--- config.mk ---
export PLATFORM = sky130hd
export DESIGN_NAME = matrix_ascii_rx
export DESIGN_NICKNAME = d
export VERILOG_FILES = /design/src/rtl/matrix_ascii_rx_pkg.sv /design/src/rtl/ascii_digit_class.sv /design/src/rtl/matrix_ascii_rx.sv
export SDC_FILE = /design/constraint.sdc
export NUM_CORES = 1
export LEC_CHECK = 0
export BUFFER_PORTS_ARGS = -buffer_cell sky130_fd_sc_hd__buf_2
export CAP_MARGIN = 20
export CORE_UTILIZATION = 59
export DETAILED_ROUTE_END_ITERATION = 12
export HOLD_SLACK_MARGIN = 0.12
export PLACE_DENSITY = 0.94
export SYNTH_ARGS = -nofsm -noshare
export SYNTH_HDL_FRONTEND = slang
export SYNTH_SLANG_ARGS = --single-unit
--- constraint.sdc ---
create_clock -name clk -period 9.95 [get_ports clk]
set_input_delay 0.4975 -clock clk [delete_from_list [all_inputs] [get_ports clk]]
set_output_delay 0.4975 -clock clk [all_outputs]
set_load 0.02 [all_outputs]
--- src/rtl/matrix_ascii_rx_pkg.sv ---
// Shared definitions for the ASCII matrix receiver and its companion
// transmitter: state encodings, ASCII constants, error codes and a small
// dimension-check helper.
package matrix_ascii_rx_pkg;

    // Receiver state encodings
    localparam logic [2:0] S_IDLE   = 3'd0;
    localparam logic [2:0] S_SKIP   = 3'd1;
    localparam logic [2:0] S_NUM    = 3'd2;
    localparam logic [2:0] S_COMMIT = 3'd3;
    localparam logic [2:0] S_DONE   = 3'd4;
    localparam logic [2:0] S_ERR    = 3'd5;

    // ASCII characters the parser cares about
    localparam logic [7:0] ASCII_SPACE = 8'h20;
    localparam logic [7:0] ASCII_LF    = 8'h0A;
    localparam logic [7:0] ASCII_CR    = 8'h0D;
    localparam logic [7:0] ASCII_ZERO  = 8'h30;
    localparam logic [7:0] ASCII_NINE  = 8'h39;

    // Error causes reported on err_code
    localparam logic [1:0] ERR_NONE = 2'd0;
    localparam logic [1:0] ERR_DIM  = 2'd1;
    localparam logic [1:0] ERR_CHAR = 2'd2;
    localparam logic [1:0] ERR_OVF  = 2'd3;

    // Largest value an element may take
    localparam logic [11:0] ACC_LIMIT = 12'd255;

    // A dimension is unusable when it is zero or larger than the store allows
    function automatic logic dim_invalid(input logic [3:0] dim, input logic [3:0] max_dim);
        return (dim == 4'd0) || (dim > max_dim);
    endfunction

endpackage

--- src/rtl/ascii_digit_class.sv ---
// Combinational byte classifier: flags decimal digits and separators and
// returns the numeric value of a digit.
module ascii_digit_class
    import matrix_ascii_rx_pkg::*;
(
    input  logic [7:0] byte_in,
    output logic       is_digit,
    output logic       is_sep,
    output logic [3:0] digit_val
);

    // Classify the incoming byte; the low nibble of '0'..'9' is its value
    always_comb begin
        is_digit  = 1'b0;
        is_sep    = 1'b0;
        digit_val = 4'd0;
        if ((byte_in >= ASCII_ZERO) && (byte_in <= ASCII_NINE)) begin
            is_digit  = 1'b1;
            digit_val = byte_in[3:0];
        end else begin
            is_digit  = 1'b0;
            digit_val = 4'd0;
        end
        case (byte_in)
            ASCII_SPACE, ASCII_LF, ASCII_CR: is_sep = 1'b1;
            default:                         is_sep = 1'b0;
        endcase
    end

endmodule

--- src/rtl/matrix_ascii_rx.sv ---
// Receives an m x n matrix of decimal numbers as ASCII text from a UART
// byte stream and stores it row-major in a flat element register array.
module matrix_ascii_rx
    import matrix_ascii_rx_pkg::*;
#(
    parameter int ELEM_WIDTH = 8,
    parameter int MAX_DIM    = 5
) (
    input  logic                                  clk,
    input  logic                                  rst_n,
    input  logic                                  start,
    input  logic [3:0]                            m,
    input  logic [3:0]                            n,
    input  logic                                  rx_valid,
    input  logic [7:0]                            rx_data,
    output logic [MAX_DIM*MAX_DIM*ELEM_WIDTH-1:0] mat_out,
    output logic                                  busy,
    output logic                                  done,
    output logic                                  error,
    output logic [1:0]                            err_code
);

    localparam int         NUM_ELEM  = MAX_DIM * MAX_DIM;
    localparam int         CNT_W     = (NUM_ELEM > 1) ? $clog2(NUM_ELEM) : 1;
    localparam logic [3:0] MAX_DIM_L = 4'(MAX_DIM);

    // Registered state
    logic [2:0]            state_r;
    logic [11:0]           acc_r;
    logic [CNT_W-1:0]      count_r;
    logic [7:0]            total_m1_r;
    logic                  busy_r;
    logic                  done_r;
    logic                  error_r;
    logic [1:0]            err_code_r;
    logic [ELEM_WIDTH-1:0] elem_r [NUM_ELEM];

    // Combinational control
    logic [2:0]  state_nx_s;
    logic [11:0] acc_nx_s;
    logic [11:0] acc_step_s;
    logic        accept_s;
    logic        commit_s;
    logic        last_s;
    logic        dim_bad_s;
    logic        err_set_s;
    logic [1:0]  err_val_s;

    // Byte classification
    logic       is_digit_s;
    logic       is_sep_s;
    logic [3:0] digit_val_s;

    ascii_digit_class u_class (
        .byte_in   (rx_data),
        .is_digit  (is_digit_s),
        .is_sep    (is_sep_s),
        .digit_val (digit_val_s)
    );

    assign dim_bad_s  = dim_invalid(m, MAX_DIM_L) || dim_invalid(n, MAX_DIM_L);
    assign acc_step_s = (acc_r * 12'd10) + {8'd0, digit_val_s};
    assign last_s     = (8'(count_r) == total_m1_r);

    // Next-state and datapath control for the parser FSM
    always_comb begin
        state_nx_s = state_r;
        acc_nx_s   = acc_r;
        accept_s   = 1'b0;
        commit_s   = 1'b0;
        err_set_s  = 1'b0;
        err_val_s  = ERR_NONE;
        case (state_r)
            S_IDLE: begin
                if (start) begin
                    accept_s = 1'b1;
                    acc_nx_s = 12'd0;
                    if (dim_bad_s) begin
                        state_nx_s = S_ERR;
                        err_set_s  = 1'b1;
                        err_val_s  = ERR_DIM;
                    end else begin
                        state_nx_s = S_SKIP;
                    end
                end else begin
                    state_nx_s = S_IDLE;
                end
            end
            S_SKIP: begin
                if (rx_valid) begin
                    if (is_sep_s) begin
                        state_nx_s = S_SKIP;
                    end else if (is_digit_s) begin
                        acc_nx_s   = {8'd0, digit_val_s};
                        state_nx_s = S_NUM;
                    end else begin
                        state_nx_s = S_ERR;
                        err_set_s  = 1'b1;
                        err_val_s  = ERR_CHAR;
                    end
                end else begin
                    state_nx_s = S_SKIP;
                end
            end
            S_NUM: begin
                if (rx_valid) begin
                    if (is_digit_s) begin
                        if (acc_step_s > ACC_LIMIT) begin
                            state_nx_s = S_ERR;
                            err_set_s  = 1'b1;
                            err_val_s  = ERR_OVF;
                        end else begin
                            acc_nx_s   = acc_step_s;
                            state_nx_s = S_NUM;
                        end
                    end else if (is_sep_s) begin
                        state_nx_s = S_COMMIT;
                    end else begin
                        state_nx_s = S_ERR;
                        err_set_s  = 1'b1;
                        err_val_s  = ERR_CHAR;
                    end
                end else begin
                    state_nx_s = S_NUM;
                end
            end
            S_COMMIT: begin
                commit_s = 1'b1;
                if (last_s) begin
                    state_nx_s = S_DONE;
                end else begin
                    state_nx_s = S_SKIP;
                end
            end
            S_DONE:  state_nx_s = S_IDLE;
            S_ERR:   state_nx_s = S_IDLE;
            default: state_nx_s = S_IDLE;
        endcase
    end

    // FSM, accumulator, element counter and status outputs
    always_ff @(posedge clk or negedge rst_n) begin
        if (!rst_n) begin
            state_r    <= S_IDLE;
            acc_r      <= 12'd0;
            count_r    <= '0;
            total_m1_r <= 8'd0;
            busy_r     <= 1'b0;
            done_r     <= 1'b0;
            error_r    <= 1'b0;
            err_code_r <= ERR_NONE;
        end else begin
            state_r <= state_nx_s;
            acc_r   <= acc_nx_s;
            done_r  <= (state_nx_s == S_DONE);
            error_r <= (state_nx_s == S_ERR);
            busy_r  <= (state_nx_s == S_SKIP) || (state_nx_s == S_NUM) ||
                       (state_nx_s == S_COMMIT);
            if (accept_s) begin
                count_r    <= '0;
                total_m1_r <= (8'(m) * 8'(n)) - 8'd1;
                err_code_r <= ERR_NONE;
            end else if (commit_s && !last_s) begin
                count_r <= count_r + CNT_W'(1);
            end else begin
                count_r <= count_r;
            end
            // A dimension error at start overrides the clear above
            if (err_set_s) begin
                err_code_r <= err_val_s;
            end
        end
    end

    // Element store: cleared on a new read, written one element per commit
    always_ff @(posedge clk or negedge rst_n) begin
        if (!rst_n) begin
            for (int i = 0; i < NUM_ELEM; i++) begin
                elem_r[i] <= '0;
            end
        end else if (accept_s) begin
            for (int i = 0; i < NUM_ELEM; i++) begin
                elem_r[i] <= '0;
            end
        end else if (commit_s) begin
            elem_r[count_r] <= ELEM_WIDTH'(acc_r[7:0]);
        end
    end

    // Flatten the element store onto the row-major output bus
    always_comb begin
        mat_out = '0;
        for (int i = 0; i < NUM_ELEM; i++) begin
            mat_out[i*ELEM_WIDTH +: ELEM_WIDTH] = elem_r[i];
        end
    end

    assign busy     = busy_r;
    assign done     = done_r;
    assign error    = error_r;
    assign err_code = err_code_r;

endmodule

; ---- Word-level counts from Yosys, hierarchy flattened
; Index checks and enable logic that the tools add are counted.
[totals]
register_bits = 233
input_bits = 20
[classes]
n_addsub = 3
mul = 2
n_lt_le_gt_ge = 7
n_eq_ne = 19
n_mux = 54
bitwise_logic = 1
reduce_logical = 18
[ops]
columns = operator, count
row1 = 200-bit 2-to-1 mux, 2
row2 = 200-bit bitwise mux, 1
row3 = 12-bit 2-to-1 mux, 7
row4 = 8-bit demux with 5-bit select, 1
row5 = 12-bit one-hot mux with 3 select lines, 1
row6 = 3-bit 2-to-1 mux, 10
row7 = 2-bit 2-to-1 mux, 9
row8 = "8-bit by 4-bit equality test with 1-bit output, second input constant", 2
row9 = 1-bit 2-to-1 mux, 16
row10 = "2-bit != test, second input constant", 7
row11 = 12-bit by 4-bit adder with 12-bit output, 1
row12 = "3-bit by 2-bit equality test with 1-bit output, second input constant", 4
row13 = "12-bit by 8-bit > comparator with 1-bit output, second input constant", 1
row14 = "12-bit by 3-bit multiplier with 11-bit output, second input constant", 1
row15 = 3-bit one-hot mux with 4 select lines, 1
row16 = 5-bit 2-to-1 mux, 2
row17 = 5-bit by 8-bit equality test with 1-bit output, 1
row18 = "8-bit by 6-bit equality test with 1-bit output, second input constant", 1
row19 = "8-bit by 6-bit greater-or-equal comparator with 1-bit output, second input constant", 1
row20 = "4-bit by 3-bit > comparator with 1-bit output, second input constant", 2
row21 = "8-bit by 6-bit less-or-equal comparator with 1-bit output, second input constant", 1
row22 = 4-bit logical NOT, 2
row23 = 4-bit by 4-bit multiplier with 8-bit output, 1
row24 = 8-bit 2-to-1 mux, 1
row25 = other kinds (18), 28

; ---- Depth between registers and ports, before layout
; Gate-level depths: netlist (run 1).
[logic_depth]
depth_word = 12
mapped_depth = 15

; ---- Cells and area by module
; From an unflattened synthesis (run 1), not the netlist that was laid out.
[hier_totals]
cells_unflattened = 1048
area_unflattened_um2 = 11076.9
[modules_own_cells]
columns = mod, instances, cells_each, area_per_inst_um2, seq_area_each_um2
row1 = matrix_ascii_rx, 1, 1032, 10961.8, 5805.6
row2 = ascii_digit_class, 1, 16, 115.1, 0.0

; ---- Worst setup path after synthesis (run 1)
; Ideal clock, no wire load.
[synth_timing]
kind = input port to flip-flop
start = input rx_data[5]
end = register acc_r[4]
setup_time_ns = 0.121
t_arrival_ns = 3.566
required_time_ns = 9.829
path_slack_ns = 6.263
cell_stages = 15
n_path_buf = 2
path_cell_list = and2_1 and3_1 clkbuf_1 and2_1 ha_1 fa_1 a21o_1 and3b_1 nor3_1 nand2_1 a211o_2 a2111o_1 a21o_1 buf_6 a22o_2
[synth_via]
elab_chain_len = 8
[synth_rtl]
columns = element, line_no
row1 = start: declaration, matrix_ascii_rx.sv:15  ; input logic [7:0] rx_data,
row2 = branches (longest 8 deep; another with 12-bit by 4-bit adder with 12-bit output), --
row3 = end signal: assignment, matrix_ascii_rx.sv:154  ; acc_r <= acc_nx_s;
row4 = end: declaration, matrix_ascii_rx.sv:29  ; logic [11:0] acc_r;
; Several ways; the timed one is not identified. The select of a mux whose other input is x is not followed.
; A chain may end at the register's enable or synchronous reset.

; ---- Worst setup path after layout (run 1)
[layout_timing]
start = register acc_r[0]
end = register acc_r[3]
[layout_via]
elab_chain_len = 6
[layout_rtl]
columns = element, line_no
row1 = 12-bit by 3-bit multiplier with 11-bit output (*), matrix_ascii_rx.sv:62  ; assign acc_step_s = (acc_r * 12'd10) + {8'd0, digit_val_s};
row2 = 12-bit by 4-bit adder with 12-bit output (*), matrix_ascii_rx.sv:62
row3 = branches (longest 4 deep; another with 12-bit by 8-bit > comparator with 1-bit output), --
; Every way passes the cells marked *. The select of a mux whose other input is x is not followed.

==> results.sh, run 1 <==
export IMPL_hpwl_um=19600
export IMPL_holdWs_ps=318
export IMPL_die_h_um=138
export IMPL_drive_gt1_frac=0.230
export IMPL_power_mw=2.24
export IMPL_cts_tree="built"
export IMPL_numClockSinks=232
export IMPL_status="finished clean"
export IMPL_cts_max_path_buffers=3
export IMPL_ff_latch_area_sq_um=5810
export IMPL_finalClockSkew_ps=21.7
export IMPL_dr_pass1_iters=5
export IMPL_die_width_um=138
export IMPL_fin_nets=1346
export IMPL_cts_made_buffers=23
export IMPL_holdCritStartpoint="rx_valid"
export IMPL_synth_flop_cell="dfrtp_1"
export IMPL_cts_root_buf="clkbuf_16"
export IMPL_crit_path_frequent_cell="ha_1"
export IMPL_crit_path_top_delay_cell="dfrtp_1"
export IMPL_arrival_ps=4630
export IMPL_synth_cells=1081
export IMPL_vias_per_cell=5.91
export IMPL_p_leak_nw=7.17
export IMPL_ant_nets=0
export IMPL_num_fill_cells=1198
export IMPL_synth_edff_count=0
export IMPL_synth_nets=1146
export IMPL_grt_max_degree=100
export IMPL_critPathBufInv=1
export IMPL_drtIter0Drc=796
export IMPL_finalHoldViolations=0
export IMPL_htreeDepth=1
export IMPL_start_kind="flop"
export IMPL_start_util=0.605
export IMPL_yosys_top_cells_area="dfrtp_1 53%, mux2i_1 12%, nor2_1 6.7%"
export IMPL_insertion_delay_ps=520
export IMPL_yosysWarnings=0
export IMPL_ys_types=53
export IMPL_vias=9024
export IMPL_cts_setup_buffers=0
export IMPL_wl_per_cell_um=19.7
export IMPL_async_flop_share=1.00
export IMPL_crit_type="flop to flop"
export IMPL_syn2layout_area_growth_pct=19.3
export IMPL_die_area_sq_um=19000
export IMPL_synth_area_sq_um=10900
export IMPL_maxCapViolations=0
export IMPL_fin_setup_tns_ps=0
export IMPL_groute_usage_overall=0.316
export IMPL_port_buffers=224
export IMPL_routabilityCongestion=0.840
export IMPL_final_min_clock_period_ps=4240
export IMPL_synth_most_common_cell="dfrtp_1"
export IMPL_r2r_start="acc_r[0]$_DFFE_PN0P_"
export IMPL_peakVddDrop_mv=0.188
export IMPL_grt_pass1_vias=8736
export IMPL_setup_worst_path_start="acc_r[0]$_DFFE_PN0P_"
export IMPL_tightest_slew_ps=1120
export IMPL_crit_fanout=15
export IMPL_yosysSeqAreaShare=0.532
export IMPL_grt_pass1_wl_um=46400
export IMPL_slowest_delay_ps=670
export IMPL_n_antenna_cell=0
export IMPL_synth_top_area_cell="dfrtp_1"
export IMPL_core_area_sq_um=18000
export IMPL_hp_class="input port to flop"
export IMPL_finalNonFillerCells=1526
export IMPL_crit_path_end_kind="flop"
export IMPL_ios=225
export IMPL_final_util=0.722
export IMPL_cp_top_family="adder cells"
export IMPL_crit_required_ps=10330
export IMPL_maxSlewHeadroom=0.250
export IMPL_grt_overflow=0
export IMPL_yosys_top_cells_count="232 x dfrtp_1, 196 x nor2_1, 126 x mux2i_1, 110 x nand2_1, 97 x a21oi_1"
export IMPL_min_period_over_period=0.427
export IMPL_fmax_mhz=236
export IMPL_syn_mean_instance_area_sq_um=10.1
export IMPL_post_place_cells=1480
export IMPL_num_rows=49
export IMPL_drc_errors=0
export IMPL_setup_violations=0
export IMPL_crit_chain="buf_4 > ha_1 > ha_1 > fa_1 > xor2_1 > and3b_1 > nor3b_1 > and4b_1 > nor3_1 > a2111o_1 > a21o_1 > mux2_2"
export IMPL_antenna_found_initial=0
export IMPL_synth_seq_cells=232
export IMPL_synth_top_area_frac=0.532
export IMPL_clk_pin_slew_ps=60
export IMPL_multiInputGateArea_sq_um=4790
export IMPL_rsz0062_at_grt="false"
export IMPL_routed_wirelength_um=30000
export IMPL_finalMaxSlewViolations=0
export IMPL_cellPowerDensity_nw_per_um2=172
sequential cells by signal, summed over array words and instances (netlist names):
register / count
error: 1
busy: 1
state_r: 3
total_m1_r: 8
mat_out: 200
done: 1
err_code: 2
count_r: 5
acc_r: 11
per-stage QoR:
step | instance area [sq um] | worst slack, ps
after global placement | 12200 | 5830
after global routing | 13000 | 5550
after detailed placement | 12200 | 5690
after CTS | 12900 | 5670
final | 13000 | 5710
after floorplan | 10900 | 6260
metal layers:
metal | up-vias | wire, um | track usage
met3 | 78 | 2750 | 0.0819
met5 | - | 0 | 0
met1 | 4465 | 11800 | 0.412
met2 | 435 | 14400 | 0.511
met4 | 0 | 1110 | 0.117
li1 | 4046 | - | -
area by class of cell:
class,instances,area share
well taps,229,0.0220
clock inverters,9,0.00586
flip-flops and latches,232,0.446
inverters,21,0.00605
multi-input cells,761,0.368
repair buffers,242,0.102
clock buffers,32,0.0506
cells in the final DEF (no fill, tap or decap), drive strengths merged, types with 3 or more instances in the layout:
| cell type | synthesis | final |
|---|---|---|
| xnor2 | 13 | 13 |
| and3 | 3 | 3 |
| nand4 | 3 | 3 |
| clkinv | 2 | 8 |
| buf | 4 | 241 |
| a22o | 5 | 5 |
| and2 | 16 | 16 |
| inv | 19 | 20 |
| mux2i | 126 | 126 |
| nor2 | 196 | 196 |
| xor2 | 12 | 12 |
| nand3b | 4 | 4 |
| nand3 | 64 | 64 |
| a21o | 6 | 6 |
| nand2 | 110 | 110 |
| nor3b | 5 | 5 |
| fa | 7 | 7 |
| a21oi | 97 | 97 |
| o21ai | 12 | 12 |
| nor3 | 7 | 7 |
| and3b | 4 | 4 |
| o211ai | 4 | 4 |
| dfrtp | 232 | 232 |
| clkbuf | 63 | 32 |
| ha | 38 | 38 |
repair_timing:
item | CTS | global route
gates resized for setup | 0 | 0
hold buffers | 1 | 0
hold endpoints to repair | 94 | 0
worst register-to-register path, cell delays in order, from the launching register on:
cell	delay (ps)
dfrtp_1	670
buf_4	360
ha_1	210
ha_1	220
fa_1	430
xor2_1	310
and3b_1	270
nor3b_1	240
and4b_1	250
nor3_1	60
a2111o_1	460
a21o_1	330
mux2_2	310
worst paths after layout:
kind                                                  end  slack (ps)  cells after the start
worst min register to register  total_m1_r[2]$_DFFE_PN0P_         510                      2
worst max-delay path                 acc_r[3]$_DFFE_PN0P_        5710                     12
max in group asynchronous            acc_r[6]$_DFFE_PN0P_        7920                      3
worst max register to register       acc_r[3]$_DFFE_PN0P_        5710                     12
min in group asynchronous        mat_out[133]$_DFFE_PN0P_         600                      2
worst min-delay path                 state_r[0]$_DFF_PN0_         320                      3
where the power goes:
part           internal [mW]  switching (mW)  total, mW
clock                  0.489           0.364      0.853
sequential             0.977          0.0412       1.02
combinational         0.0996           0.270      0.370
kinds of logic after synthesis:
kind of cell | Yosys count | synth area share
flops | 232 | 0.532
simple gates | 423 | 0.169
buf+inv | 88 | 0.0310
compound gates | 141 | 0.0752
xor+xnor | 25 | 0.0201
fa+ha+maj | 45 | 0.0564
mux | 127 | 0.117
Power figures use the tool's default switching activity.
==> run 2, diff against run 1 <==
- CORE_UTILIZATION: 59 -> 55
- PLACE_DENSITY: 0.94 -> 0.89
- clock period: 9.95 -> 4.4 ns (I/O delays scaled with it)
==> run 2 against run 1 <==
Cell count up 2.6%. Setup slack lost 5200 ps. Via count down 1.4%. Core utilization decreased by 4.7 points. Critical endpoint unchanged. Hold slack worse by 180 ps. Global-route usage shrank 2.5 points. Die area up 7.2%. First-iteration DRC count fell by 22%. Sequential power up 120%. Clock skew fell by 11 ps. Flip-flop and latch count unchanged. Clock power is 150% higher. Highest routed layer unchanged.
==> results.sh, run 2 (synthesized netlist as in run 1, its figures left out) <==
export IMPL_start_util=0.561
export IMPL_largest_reg_flops=200
export IMPL_peakVddDrop_mv=0.350
export IMPL_crit_path_end_kind="flop"
export IMPL_n_antenna_cell=0
export IMPL_vias_per_cell=5.69
export IMPL_numClockSinks=232
export IMPL_rsz0062_at_grt="false"
export IMPL_arrival_ps=4300
export IMPL_maxCapViolations=0
export IMPL_die_area_sq_um=20400
export IMPL_die_h_um=143
export IMPL_maxSlewHeadroom=0.287
export IMPL_final_min_clock_period_ps=3900
export IMPL_port_buffers=224
export IMPL_die_width_um=143
export IMPL_slowest_delay_ps=550
export IMPL_wl_per_cell_um=18.8
export IMPL_hpwl_um=19100
export IMPL_grt_max_degree=215
export IMPL_layout_commonest_cell="dfrtp_1"
export IMPL_core_area_sq_um=19500
export IMPL_p_leak_nw=7.21
export IMPL_status="finished clean"
export IMPL_clk_pin_slew_ps=60
export IMPL_htreeDepth=1
export IMPL_finalHoldViolations=0
export IMPL_crit_required_ps=4800
export IMPL_routabilityCongestion=0.866
export IMPL_vias=8899
export IMPL_grt_pass1_vias=8793
export IMPL_cellPowerDensity_nw_per_um2=401
export IMPL_cts_resized=0
export IMPL_syn2layout_area_growth_pct=20.5
export IMPL_tightest_slew_ps=1070
export IMPL_num_rows=51
export IMPL_grt_pass1_wl_um=45900
export IMPL_cts_max_path_buffers=3
export IMPL_cp_top_family="adder cells"
export IMPL_fmax_mhz=257
export IMPL_crit_path_frequent_cell="ha_1"
export IMPL_cts_root_buf="clkbuf_16"
export IMPL_dr_pass1_iters=6
export IMPL_groute_usage_overall=0.291
export IMPL_finalMaxSlewViolations=0
export IMPL_post_place_cells=1518
export IMPL_ant_nets=0
export IMPL_crit_path_top_delay_cell="dfrtp_1"
export IMPL_insertion_delay_ps=520
export IMPL_ff_latch_area_sq_um=5810
export IMPL_mostFrequentLayoutCells="232 x dfrtp_1, 223 x buf_2, 196 x nor2_1"
export IMPL_drtIter0Drc=619
export IMPL_drive_gt1_frac=0.231
export IMPL_crit_fanout=11
export IMPL_drc_errors=0
export IMPL_critPathBufInv=0
export IMPL_cts_tree="built"
export IMPL_num_fill_cells=1437
export IMPL_antenna_found_initial=1
export IMPL_finalNonFillerCells=1565
export IMPL_multiInputGateArea_sq_um=4790
export IMPL_grt_overflow=0
export IMPL_start_kind="flop"
export IMPL_crit_chain="ha_1 > ha_1 > fa_1 > xor2_1 > and3b_1 > nor3b_1 > and4b_1 > nor3_1 > a2111o_1 > a21o_1 > mux2_2"
export IMPL_min_period_over_period=0.886
export IMPL_finalClockSkew_ps=11.0
export IMPL_cts_made_buffers=24
export IMPL_ios=225
export IMPL_fin_nets=1348
export IMPL_routed_wirelength_um=29400
export IMPL_crit_type="flop to flop"
export IMPL_setup_violations=0
export IMPL_fin_setup_tns_ps=0
export IMPL_hp_class="input port to flop"
run 2: cell types whose count changed in the layout (fill, tap and decap cells not counted), moves of 2 or more:
cell,change
buf_16,-3
dlygate4sd3_1,+3
buf_12,+2
bufinv_16,+2
clkbuf_1,-2
run 2: path summary, 6_finish.rpt:
check / start / cells after the start / end / slack, ps
setup / recovery: acc_r[2]$_DFFE_PN0P_ / 11 / acc_r[3]$_DFFE_PN0P_ / 500
hold / removal: m[0] / 3 / total_m1_r[0]$_DFFE_PN0P_ / 140
setup reg to reg: acc_r[2]$_DFFE_PN0P_ / 11 / acc_r[3]$_DFFE_PN0P_ / 500
hold reg to reg: total_m1_r[5]$_DFFE_PN0P_ / 2 / total_m1_r[5]$_DFFE_PN0P_ / 490
max in group asynchronous: rst_n / 3 / mat_out[91]$_DFFE_PN0P_ / 2930
min in group asynchronous: rst_n / 2 / mat_out[3]$_DFFE_PN0P_ / 340
run 2: cell type report:
cell class,count,area share
Inverter,21,0.00599
Multi-Input combinational cell,761,0.364
Sequential cell,232,0.441
Clock buffer,32,0.0525
Timing Repair Buffer,243,0.0995
Tap cell,265,0.0252
Clock inverter,11,0.0112
run 2: power breakdown:
part	switching [mW]	internal [mW]	leakage (nW)
clock	0.850	1.28	0.415
combinational	0.636	0.234	3.58
sequential	0.0679	2.21	3.21
run 2: stage by stage:
stage / power (mW) / utilization / instance area [sq um] / hold WS, ps / setup WS, ps
after floorplan: 2.89 / - / 10900 / -75.6 / 946
after global placement: 3.16 / 0.631 / 12300 / 354 / 687
after detailed placement: 3.17 / 0.631 / 12300 / 354 / 584
after CTS: 5.29 / 0.676 / 13200 / 126 / 554
after global routing: 5.49 / 0.676 / 13200 / 163 / 292
final: 5.28 / 0.676 / 13200 / 136 / 503
run 2: repair_timing:
item / 4_1_cts / 5_1_grt
setup endpoints to repair: 0 / 0
setup buffers: 0 / 0
endpoints found under the hold margin: 119 / 0
hold buffers: 4 / 0
run 2: tightest hold or removal path, stage by stage:
cell and delay, ps:
buf_2 120, and2_1 180, a21oi_1 90
run 2: metal layers:
| layer | part of all wire | track usage | wire length, um | vias to the layer above |
|---|---|---|---|---|
| li1 | - | - | - | 4052 |
| met1 | 0.40 | 0.374 | 11800 | 4363 |
| met2 | 0.48 | 0.472 | 14100 | 403 |
| met3 | 0.083 | 0.0775 | 2450 | 81 |
| met4 | 0.036 | 0.114 | 1060 | 0 |
| met5 | 0 | 0 | 0 | - |
==> run 3, diff against run 2 <==
- clock period: 4.4 -> 4.35 ns (I/O delays scaled with it)
==> run 3 against run 2 <==
Via count up 0.24%. Sequential share of layout area down 0.17 points. Largest cell class unchanged. Critical endpoint unchanged. Flip-flop and latch count unchanged. Hold slack better by 12 ps.
==> results.sh, run 3 (synthesized netlist as in run 1, its figures left out) <==
export IMPL_ff_latch_area_sq_um=5810
export IMPL_hp_class="input port to flop"
export IMPL_port_buffers=224
export IMPL_drive_gt1_frac=0.231
export IMPL_maxCapViolations=0
export IMPL_num_rows=51
export IMPL_min_period_over_period=0.873
export IMPL_maxSlewHeadroom=0.266
export IMPL_post_place_ws_ps=586
export IMPL_hpwl_um=19600
export IMPL_grt_pass1_wl_um=46100
export IMPL_routabilityCongestion=0.837
export IMPL_holdWs_ps=148
export IMPL_die_area_sq_um=20400
export IMPL_cts_setup_buffers=0
export IMPL_dr_pass1_iters=5
export IMPL_drc_errors=0
export IMPL_vias_per_cell=5.67
export IMPL_fin_setup_tns_ps=0
export IMPL_combPwrFrac=0.169
export IMPL_fin_ws_ps=551
export IMPL_htreeDepth=1
export IMPL_cts_root_buf="clkbuf_16"
export IMPL_fmax_mhz=263
export IMPL_crit_path_end_kind="flop"
export IMPL_whs_endpoint="acc_r[2]$_DFFE_PN0P_"
export IMPL_rsz0062_at_grt="false"
export IMPL_fin_nets=1354
export IMPL_syn2layout_area_growth_pct=21.0
export IMPL_p_leak_nw=7.24
export IMPL_status="finished clean"
export IMPL_numClockSinks=232
export IMPL_grt_util_met3=0.0610
export IMPL_busiest_layer="met2"
export IMPL_crit_fanout=11
export IMPL_drtIter0Drc=779
export IMPL_groute_usage_overall=0.291
export IMPL_grtUsageMet2=0.463
export IMPL_grt_overflow=0
export IMPL_wl_per_cell_um=18.8
export IMPL_p_int_mw=3.78
export IMPL_ant_nets=0
export IMPL_num_fill_cells=1460
export IMPL_die_width_um=143
export IMPL_hold_depth=3
export IMPL_cts_made_buffers=24
export IMPL_reg2reg_depth=11
export IMPL_cellPowerDensity_nw_per_um2=404
export IMPL_cts_max_path_buffers=3
export IMPL_core_area_sq_um=19500
export IMPL_multiInputGateArea_sq_um=4790
export IMPL_finalMaxSlewViolations=0
export IMPL_layout_commonest_cell="dfrtp_1"
export IMPL_antenna_found_initial=1
export IMPL_p_sw_mw=1.55
export IMPL_gr_usage_met1=0.391
export IMPL_mostFrequentLayoutCells="232 x dfrtp_1, 223 x buf_2, 196 x nor2_1"
export IMPL_switching_share=0.291
export IMPL_setup_worst_path_start="acc_r[2]$_DFFE_PN0P_"
export IMPL_clk_pin_slew_ps=60
export IMPL_routed_wirelength_um=29600
export IMPL_crit_required_ps=4730
export IMPL_die_h_um=143
export IMPL_finalClockSkew_ps=24.3
export IMPL_rr_endpoint="acc_r[3]$_DFFE_PN0P_"
export IMPL_power_share_clock=0.398
export IMPL_vias=8920
export IMPL_seqPwrFrac=0.432
export IMPL_peakVddDrop_mv=0.324
export IMPL_r2r_start="acc_r[2]$_DFFE_PN0P_"
export IMPL_insertion_delay_ps=520
export IMPL_cts_tree="built"
export IMPL_arrival_ps=4180
export IMPL_grt_pass1_vias=8694
export IMPL_setup_violations=0
export IMPL_postCtsHoldBufs=5
export IMPL_rrSetupSlack_ps=550
export IMPL_grt_max_degree=137
export IMPL_largest_reg_flops=200
export IMPL_start_util=0.561
export IMPL_tightest_slew_ps=1100
export IMPL_crit_type="flop to flop"
export IMPL_finalHoldViolations=0
export IMPL_ios=225
export IMPL_start_kind="flop"
export IMPL_cts_resized=0
export IMPL_holdCritStartpoint="rx_data[2]"
export IMPL_final_min_clock_period_ps=3800
-- run 3: power by group through the flow --
stage / registers (mW) / logic (mW) / clock network (mW)
after floorplan: 2.34 / 0.579 / 0
after global placement: 2.33 / 0.873 / 0
after detailed placement: 2.34 / 0.882 / 0
after CTS: 2.30 / 0.896 / 2.15
after global routing: 2.31 / 0.993 / 2.24
final: 2.31 / 0.903 / 2.12
-- run 3: how the worst max path moves through the flow --
| stage | endpoint |
|---|---|
| global route | acc_r[4]$_DFFE_PN0P_ |
| floorplan | acc_r[4]$_DFFE_PN0P_ |
| CTS | acc_r[3]$_DFFE_PN0P_ |
| global placement | acc_r[3]$_DFFE_PN0P_ |
| detailed placement | acc_r[3]$_DFFE_PN0P_ |
| finish | acc_r[3]$_DFFE_PN0P_ |
-- run 3: critical path, stage by stage, from the launching register on --
cell and delay [ps]:
dfrtp_1 540, ha_1 270, ha_1 220, fa_1 430, xor2_1 280, and3b_1 250
nor3b_1 240, and4b_1 250, nor3_1 60, a2111o_1 460, a21o_1 330, mux2_2 310
-- run 3: layout make-up --
cell class	count	share of cell area
clock buffers	38	0.0564
repair buffers	249	0.104
clock inverters	6	0.00625
inverters	21	0.00597
diodes	1	0.000190
flip-flops and latches	232	0.440
well taps	265	0.0251
multi-input cells	761	0.363
-- run 3: stage by stage --
stage | instance area [sq um] | util | instances | total power [mW]
6_report | 13200 | 0.678 | 1573 | 5.33
5_1_grt | 13200 | 0.678 | 1573 | 5.54
4_1_cts | 13200 | 0.678 | 1572 | 5.34
3_5_place_dp | 12300 | 0.633 | 1523 | 3.22
3_3_place_gp | 12300 | 0.633 | 1523 | 3.21
2_1_floorplan | 10900 | - | 1081 | 2.92
-- run 3: per-layer routing --
layer / vias to the layer above / share of wire
li1: 4054 / -
met1: 4419 / 0.41
met2: 371 / 0.48
met3: 76 / 0.072
met4: 0 / 0.037
met5: - / 0
